## config.mk

```make
export PLATFORM = sky130hd
export DESIGN_NAME = bsg_manycore_proc_sync_unit
export DESIGN_NICKNAME = d
export VERILOG_FILES = /design/src/rtl/bsg_manycore_proc_sync_unit.sv
export SDC_FILE = /design/constraint.sdc
export NUM_CORES = 1
export LEC_CHECK = 0
export CAP_MARGIN = 20
export CORE_MARGIN = 1.5
export CORE_UTILIZATION = 37
export DETAILED_ROUTE_END_ITERATION = 8
export GPL_TIMING_DRIVEN = 0
export MAX_ROUTING_LAYER = met4
export PLACE_DENSITY = 0.77
export SETUP_SLACK_MARGIN = 0.3
export SLEW_MARGIN = 20
export SYNTH_ARGS = -nofsm -noshare
export SYNTH_HDL_FRONTEND = slang
export SYNTH_SLANG_ARGS = --single-unit
```

## constraint.sdc

```tcl
create_clock -name clk_i -period 2.7 [get_ports clk_i]
set_input_delay 0.81 -clock clk_i [delete_from_list [all_inputs] [get_ports clk_i]]
set_output_delay 0.81 -clock clk_i [all_outputs]
set_load 0.01 [all_outputs]
```

## src/rtl/bsg_manycore_proc_sync_unit.sv

```systemverilog
// Per-tile synchronisation unit: LR reservation table, remote-store credit
// counter and fence state machine shared by all harts of one tile.

// One reservation entry: a valid bit plus the reserved word address.
module bsg_manycore_proc_sync_resv_entry #(
    parameter int addr_width_p = 32
) (
    input  logic                    clk_i,
    input  logic                    reset_i,
    input  logic                    set_i,
    input  logic [addr_width_p-1:0] set_addr_i,
    input  logic                    remote_clr_v_i,
    input  logic [addr_width_p-1:0] remote_addr_i,
    input  logic                    local_clr_v_i,
    input  logic [addr_width_p-1:0] local_addr_i,
    input  logic                    sc_clr_i,
    output logic                    v_o,
    output logic [addr_width_p-1:0] addr_o
);

    logic clr;

    // Remote, local and SC clears simply OR together; matching is against
    // the stored address, so an invalid entry is unaffected by a clear.
    assign clr = (remote_clr_v_i && (addr_o == remote_addr_i))
              || (local_clr_v_i  && (addr_o == local_addr_i))
              || sc_clr_i;

    // Valid bit: a new LR always wins over any clear in the same cycle.
    always_ff @(posedge clk_i) begin
        if (reset_i)    v_o <= 1'b0;
        else if (set_i) v_o <= 1'b1;
        else if (clr)   v_o <= 1'b0;
    end

    // Reserved address only changes when a new LR lands.
    always_ff @(posedge clk_i) begin
        if (reset_i)    addr_o <= '0;
        else if (set_i) addr_o <= set_addr_i;
    end

endmodule

module bsg_manycore_proc_sync_unit #(
    parameter int addr_width_p      = 32,
    parameter int num_harts_p       = 1,
    parameter int max_out_credits_p = 200,
    localparam int hart_id_width_lp = (num_harts_p > 1) ? $clog2(num_harts_p) : 1,
    localparam int credit_width_lp  = $clog2(max_out_credits_p+1)
) (
    input  logic                        clk_i,
    input  logic                        reset_i,

    input  logic                        lr_v_i,
    input  logic [hart_id_width_lp-1:0] lr_hart_i,
    input  logic [addr_width_p-1:0]     lr_addr_i,

    input  logic                        sc_v_i,
    input  logic [hart_id_width_lp-1:0] sc_hart_i,
    output logic                        sc_success_o,

    input  logic                        in_v_i,
    input  logic                        in_yumi_i,
    input  logic [addr_width_p-1:0]     in_addr_i,

    input  logic                        lw_v_i,
    input  logic [hart_id_width_lp-1:0] lw_hart_i,
    input  logic [addr_width_p-1:0]     lw_addr_i,

    output logic [num_harts_p-1:0]      resv_v_o,

    input  logic                        out_launch_i,
    input  logic                        credit_return_i,
    output logic [credit_width_lp-1:0]  credits_o,
    output logic                        credit_avail_o,
    output logic                        outstanding_o,

    input  logic                        fence_req_i,
    output logic                        fence_stall_o,
    output logic                        fence_done_o,

    output logic                        error_o
);

    localparam logic [credit_width_lp-1:0] max_credits_lp = credit_width_lp'(max_out_credits_p);

    // ---------------- reservation table ----------------
    logic [num_harts_p-1:0]                   set_vec, lw_clr_vec, sc_clr_vec;
    logic [num_harts_p-1:0][addr_width_p-1:0] resv_addr;
    logic                                     remote_clr_v;

    assign remote_clr_v = in_v_i & in_yumi_i;

    // Per-hart decode of LR/SC/local-store events; SC success reads the
    // registered valid bit, so same-cycle clears never affect it.
    always_comb begin
        set_vec      = '0;
        lw_clr_vec   = '0;
        sc_clr_vec   = '0;
        sc_success_o = 1'b0;
        for (int i = 0; i < num_harts_p; i++) begin
            if (lr_v_i && (lr_hart_i == hart_id_width_lp'(i))) set_vec[i] = 1'b1;
            if (lw_v_i && (lw_hart_i != hart_id_width_lp'(i))) lw_clr_vec[i] = 1'b1;
            if (sc_v_i && (sc_hart_i == hart_id_width_lp'(i))) begin
                sc_clr_vec[i] = 1'b1;
                sc_success_o  = resv_v_o[i];
            end
        end
    end

    for (genvar h = 0; h < num_harts_p; h++) begin : g_resv
        bsg_manycore_proc_sync_resv_entry #(
            .addr_width_p(addr_width_p)
        ) entry (
            .clk_i         (clk_i),
            .reset_i       (reset_i),
            .set_i         (set_vec[h]),
            .set_addr_i    (lr_addr_i),
            .remote_clr_v_i(remote_clr_v),
            .remote_addr_i (in_addr_i),
            .local_clr_v_i (lw_clr_vec[h]),
            .local_addr_i  (lw_addr_i),
            .sc_clr_i      (sc_clr_vec[h]),
            .v_o           (resv_v_o[h]),
            .addr_o        (resv_addr[h])
        );
    end

    // ---------------- credit counter ----------------
    logic credit_dec, credit_inc, underflow, overflow;

    assign credit_dec = out_launch_i & ~credit_return_i;
    assign credit_inc = credit_return_i & ~out_launch_i;
    assign underflow  = credit_dec & (credits_o == '0);
    assign overflow   = credit_inc & (credits_o == max_credits_lp);

    // Count holds on an illegal step; the error flag is sticky until reset.
    always_ff @(posedge clk_i) begin
        if (reset_i) begin
            credits_o <= max_credits_lp;
            error_o   <= 1'b0;
        end else begin
            if (credit_dec && !underflow)     credits_o <= credits_o - credit_width_lp'(1);
            else if (credit_inc && !overflow) credits_o <= credits_o + credit_width_lp'(1);
            if (underflow || overflow)        error_o   <= 1'b1;
        end
    end

    assign credit_avail_o = (credits_o != '0);
    assign outstanding_o  = (credits_o != max_credits_lp);

    // ---------------- fence FSM ----------------
    typedef enum logic [1:0] {e_idle, e_drain, e_done} fence_state_e;
    fence_state_e state_r, state_n;

    // State register; reset aborts any fence in flight without a done pulse.
    always_ff @(posedge clk_i) begin
        if (reset_i) state_r <= e_idle;
        else         state_r <= state_n;
    end

    // Next state: DRAIN waits on the registered count, so a launch during
    // the drain simply extends it.
    always_comb begin
        state_n = state_r;
        case (state_r)
            e_idle:  if (fence_req_i) state_n = outstanding_o ? e_drain : e_done;
            e_drain: if (!outstanding_o) state_n = e_done;
            e_done:  state_n = e_idle;
            default: state_n = e_idle;
        endcase
    end

    // Outputs decoded from the current state only.
    always_comb begin
        fence_stall_o = (state_r == e_drain);
        fence_done_o  = (state_r == e_done);
    end

endmodule
```

==> qor.yml, run 1 <==
timing:
  period_share_pct: 92.3
  rsz0062_at_grt: "true"
  worst_hold_slack_ns: 0.499
  maxSlewHeadroom_pct: 63.7
  period_needed_ns: 2.49
  finalHoldViolations: 0
  fmax_mhz: 401
  finClkSkew_ns: 0.00420
  setup_ws_ns: 0.208
  slew_viol_final: 0
  tightest_slew_ns: 0.544
  setup_viol: 0
synthesis:
  async_reset_ff_share_pct: 0
  synth_edf_count: 0
  synthesis.area_um2: 2600
  ys_seq_area_share_pct: 33.9
  yosys-top-cells-area: "dfxtp_1, xor2_1, nand2_1"
  synth_area_leader_cell: "dfxtp_1"
  synth.most_common_cell: "nand2_1"
  ys_warn_count: 0
  synth_top_area_share_pct: 33.9
  synth_fp_nets: 439
  ys_ff_latch: 44
  synthDistinctLibCells: 37
  synth_cells: 323
  synth_common_cells: "nand2_1, xor2_1, dfxtp_1"
  avgSynthCellArea_um2: 8.04
  synth_flop_cell: "dfxtp_1"
cts:
  cts_tree: "built"
  numClockSinks: 44
  clock_path_buffers: 2
  cts_made_buffers: 5
  clkTransAtPathRegs_ns: 0.09
  clk-insertion-delay-late_ns: 0.30
  h-tree-depth: 2
  cts-root-buf: "clkbuf_8"
layout:
  areaGrowthSynthToFinish_pct: 66.2
  antenna_cells: 0
  fin_nets: 583
  fin_util_pct: 63.5
  drive_gt1_share_pct: 12.0
critical_path:
  cp_num_buf_inv: 1
  endpoint_kind: "flop"
  crit_family: "simple AND/OR/NAND/NOR gates"
  crit_chain: "nor4_4 > nand3b_1 > nand3b_4 > inv_6 > ha_4 > nor2b_1 > o21ai_2 > a21boi_2 > o21a_1 > or3_1 > a31o_2"
  crit_path_max_incr_delay_ns: 0.36
  cp-start-kind: "flop"
  reg2reg_from: "credits_o[2]"
  worstPathArrival_ns: 2.69
  path_class: "flop to flop"
  critPathRequiredTime_ns: 2.90
  crit_slowest_cell: "dfxtp_4"
  timing.rr.end: "credits_o[6]"
  r2r_cells: 11
  path_max_fanout: 5
  r2r_slack_ns: 0.21
power:
  p_sw_uw: 534
  seq_power_share_pct: 36.6
  leakagePower_nw: 1.74
  ir_drop_mv: 0.358
  comb_power_share_pct: 29.8
  p_clk_share_pct: 33.6
  power_switching_share_pct: 25.9
  power_density_nw_per_um2: 477
  intPower_mw: 1.53
grt:
  overflow: 0
  grt_antenna_before_repair: 0
  grt_pass1_wl_mm: 13.4
  grt_pass1_vias: 2819
  grt_max_degree: 15
  grt_usage_pct: 23.8
hold_path:
  hp-class: "flop to flop"
  min_to: "g_resv[0].entry.addr_o[8]"
  whs_path_depth: 2
  min_from: "g_resv[0].entry.addr_o[8]"
detailed_routing:
  route.detailed.drc: 0
  antenna_left: 0
  via_per_inst: 4.89
  routedWlPerCell_um: 15.7
  dr.pass1.iters: 4
  finalWirelength_mm: 8.84
  num_vias: 2760
  drtIter0Drc: 106
die:
  die_h_um: 86.8
  initial_core_util_pct: 38.2
  fp-row-count: 30
  core_area_um2: 6790
  fp.dieArea_um2: 7530
  die_x_um: 86.8
  ioPinCount: 124
place:
  gp_congestion: 0.856
  post-place-ws_ns: -0.421
  portBuffers: 123
  hpwl_mm: 6.89
run:
  max_cap_viol_count: 0
status:
  run_status: "complete, no violations"
==> worst register-to-register path, stage by stage, from the launching register on <==
cell and delay, ns:
dfxtp_4 0.36, nor4_4 0.30, nand3b_1 0.21, nand3b_4 0.17, inv_6 0.06, ha_4 0.21, nor2b_1 0.13, o21ai_2 0.13
a21boi_2 0.08, o21a_1 0.18, or3_1 0.31, a31o_2 0.25
==> layout by cell type (no fill, tap or decap), drive strengths merged, types with 2 or more instances in the layout <==
cell type	n
nor3b	3
xnor2	21
nand3b	2
nor2b	4
inv	9
xor2	47
nor2	5
a21o	2
dlygate4sd2	2
a211oi	3
clkdlybuf4s50	117
nor4	13
dfxtp	44
o21ai	6
and2b	3
buf	18
nand4	8
a21oi	37
bufinv	3
nand3	7
nor3	5
clkbuf	16
or3	4
nand2	73
ha	6
==> per-stage QoR <==
stage	setup TNS [ns]	cells	total power [mW]	instance area (um^2)
after CTS	0	560	2.04	4240
after global routing	0	564	2.16	4320
after global placement	-1.21	542	1.31	3990
after detailed placement	-1.37	542	1.33	3990
final	0	564	2.06	4320
after floorplan	0	323	1.03	2630
==> layout make-up <==
type | instances | area [um^2]
multi-input combinational | 258 | 1740
fill | 593 | 2480
inverter | 9 | 38.8
clock buffer | 5 | 68.8
buffer | 12 | 45.0
sequential | 44 | 890
tap | 96 | 120
timing repair buffer | 137 | 1330
clock inverter | 3 | 90.1
==> registers in the layout, summed over array words and instances, names as in the netlist <==
name                 cells
credits_o                8
error_o                  1
g_resv.entry.addr_o     32
g_resv.entry.v_o         1
state_r                  2
==> worst max path at each step <==
stage                     from      endpoint  slack [ns]  cells after the start
3_5_place_dp   credit_return_i  credits_o[6]       -0.42                     10
6_report          credits_o[2]  credits_o[6]        0.21                     11
5_1_grt           credits_o[2]  credits_o[7]        0.11                     11
4_1_cts           credits_o[2]  credits_o[6]        0.18                     11
2_1_floorplan     credits_o[2]  credits_o[6]        0.21                     11
3_3_place_gp      out_launch_i  credits_o[6]       -0.40                     10
==> kinds of logic (layout without fill, tap and decap cells) <==
| kind of cell | Yosys count | in the layout | synth area share (%) |
|---|---|---|---|
| DFF | 44 | 44 | 33.9 |
| AOI/OAI and AO/OA | 52 | 52 | 11.3 |
| adders and majority gates | 7 | 7 | 3.66 |
| and+or+nand+nor | 131 | 131 | 25.2 |
| xor gates and xnor gates | 68 | 68 | 22.9 |
| buffers and inverters | 21 | 166 | 3.03 |
==> power by group through the flow <==
| stage | Sequential (mW) | Combinational, mW | Clock [mW] |
|---|---|---|---|
| final | 0.754 | 0.613 | 0.693 |
| after global routing | 0.760 | 0.667 | 0.732 |
| after CTS | 0.752 | 0.587 | 0.701 |
| after detailed placement | 0.769 | 0.557 | 0 |
| after global placement | 0.767 | 0.547 | 0 |
| after floorplan | 0.762 | 0.270 | 0 |
==> metal layers <==
metal	track usage [%]	vias up	share of wire, %
met3	6.48	8	8.4
li1	-	1373	-
met4	7.04	0	1.2
met5	-	-	0
met1	26.0	1272	41
met2	42.1	107	50
==> timing repair <==
item                                    CTS  global route
hold buffers                              0             0
endpoints found under the setup margin    9             9
setup buffers                            10             4
pin swaps                                 4             2
resized for setup                        19            14
Power figures use the tool's default switching activity.
==> run 2, diff against run 1 <==
- CTS_CLUSTER_DIAMETER: unset -> 120
==> results of run 2 <==
Same layout as run 1: the final DEF is identical, and so are final timing and power.
==> run 3, diff against run 2 <==
- ABC_CLOCK_PERIOD_IN_PS: unset -> 2700
==> results of run 3 <==
Same layout as run 1: the final DEF is identical, and so are final timing and power.
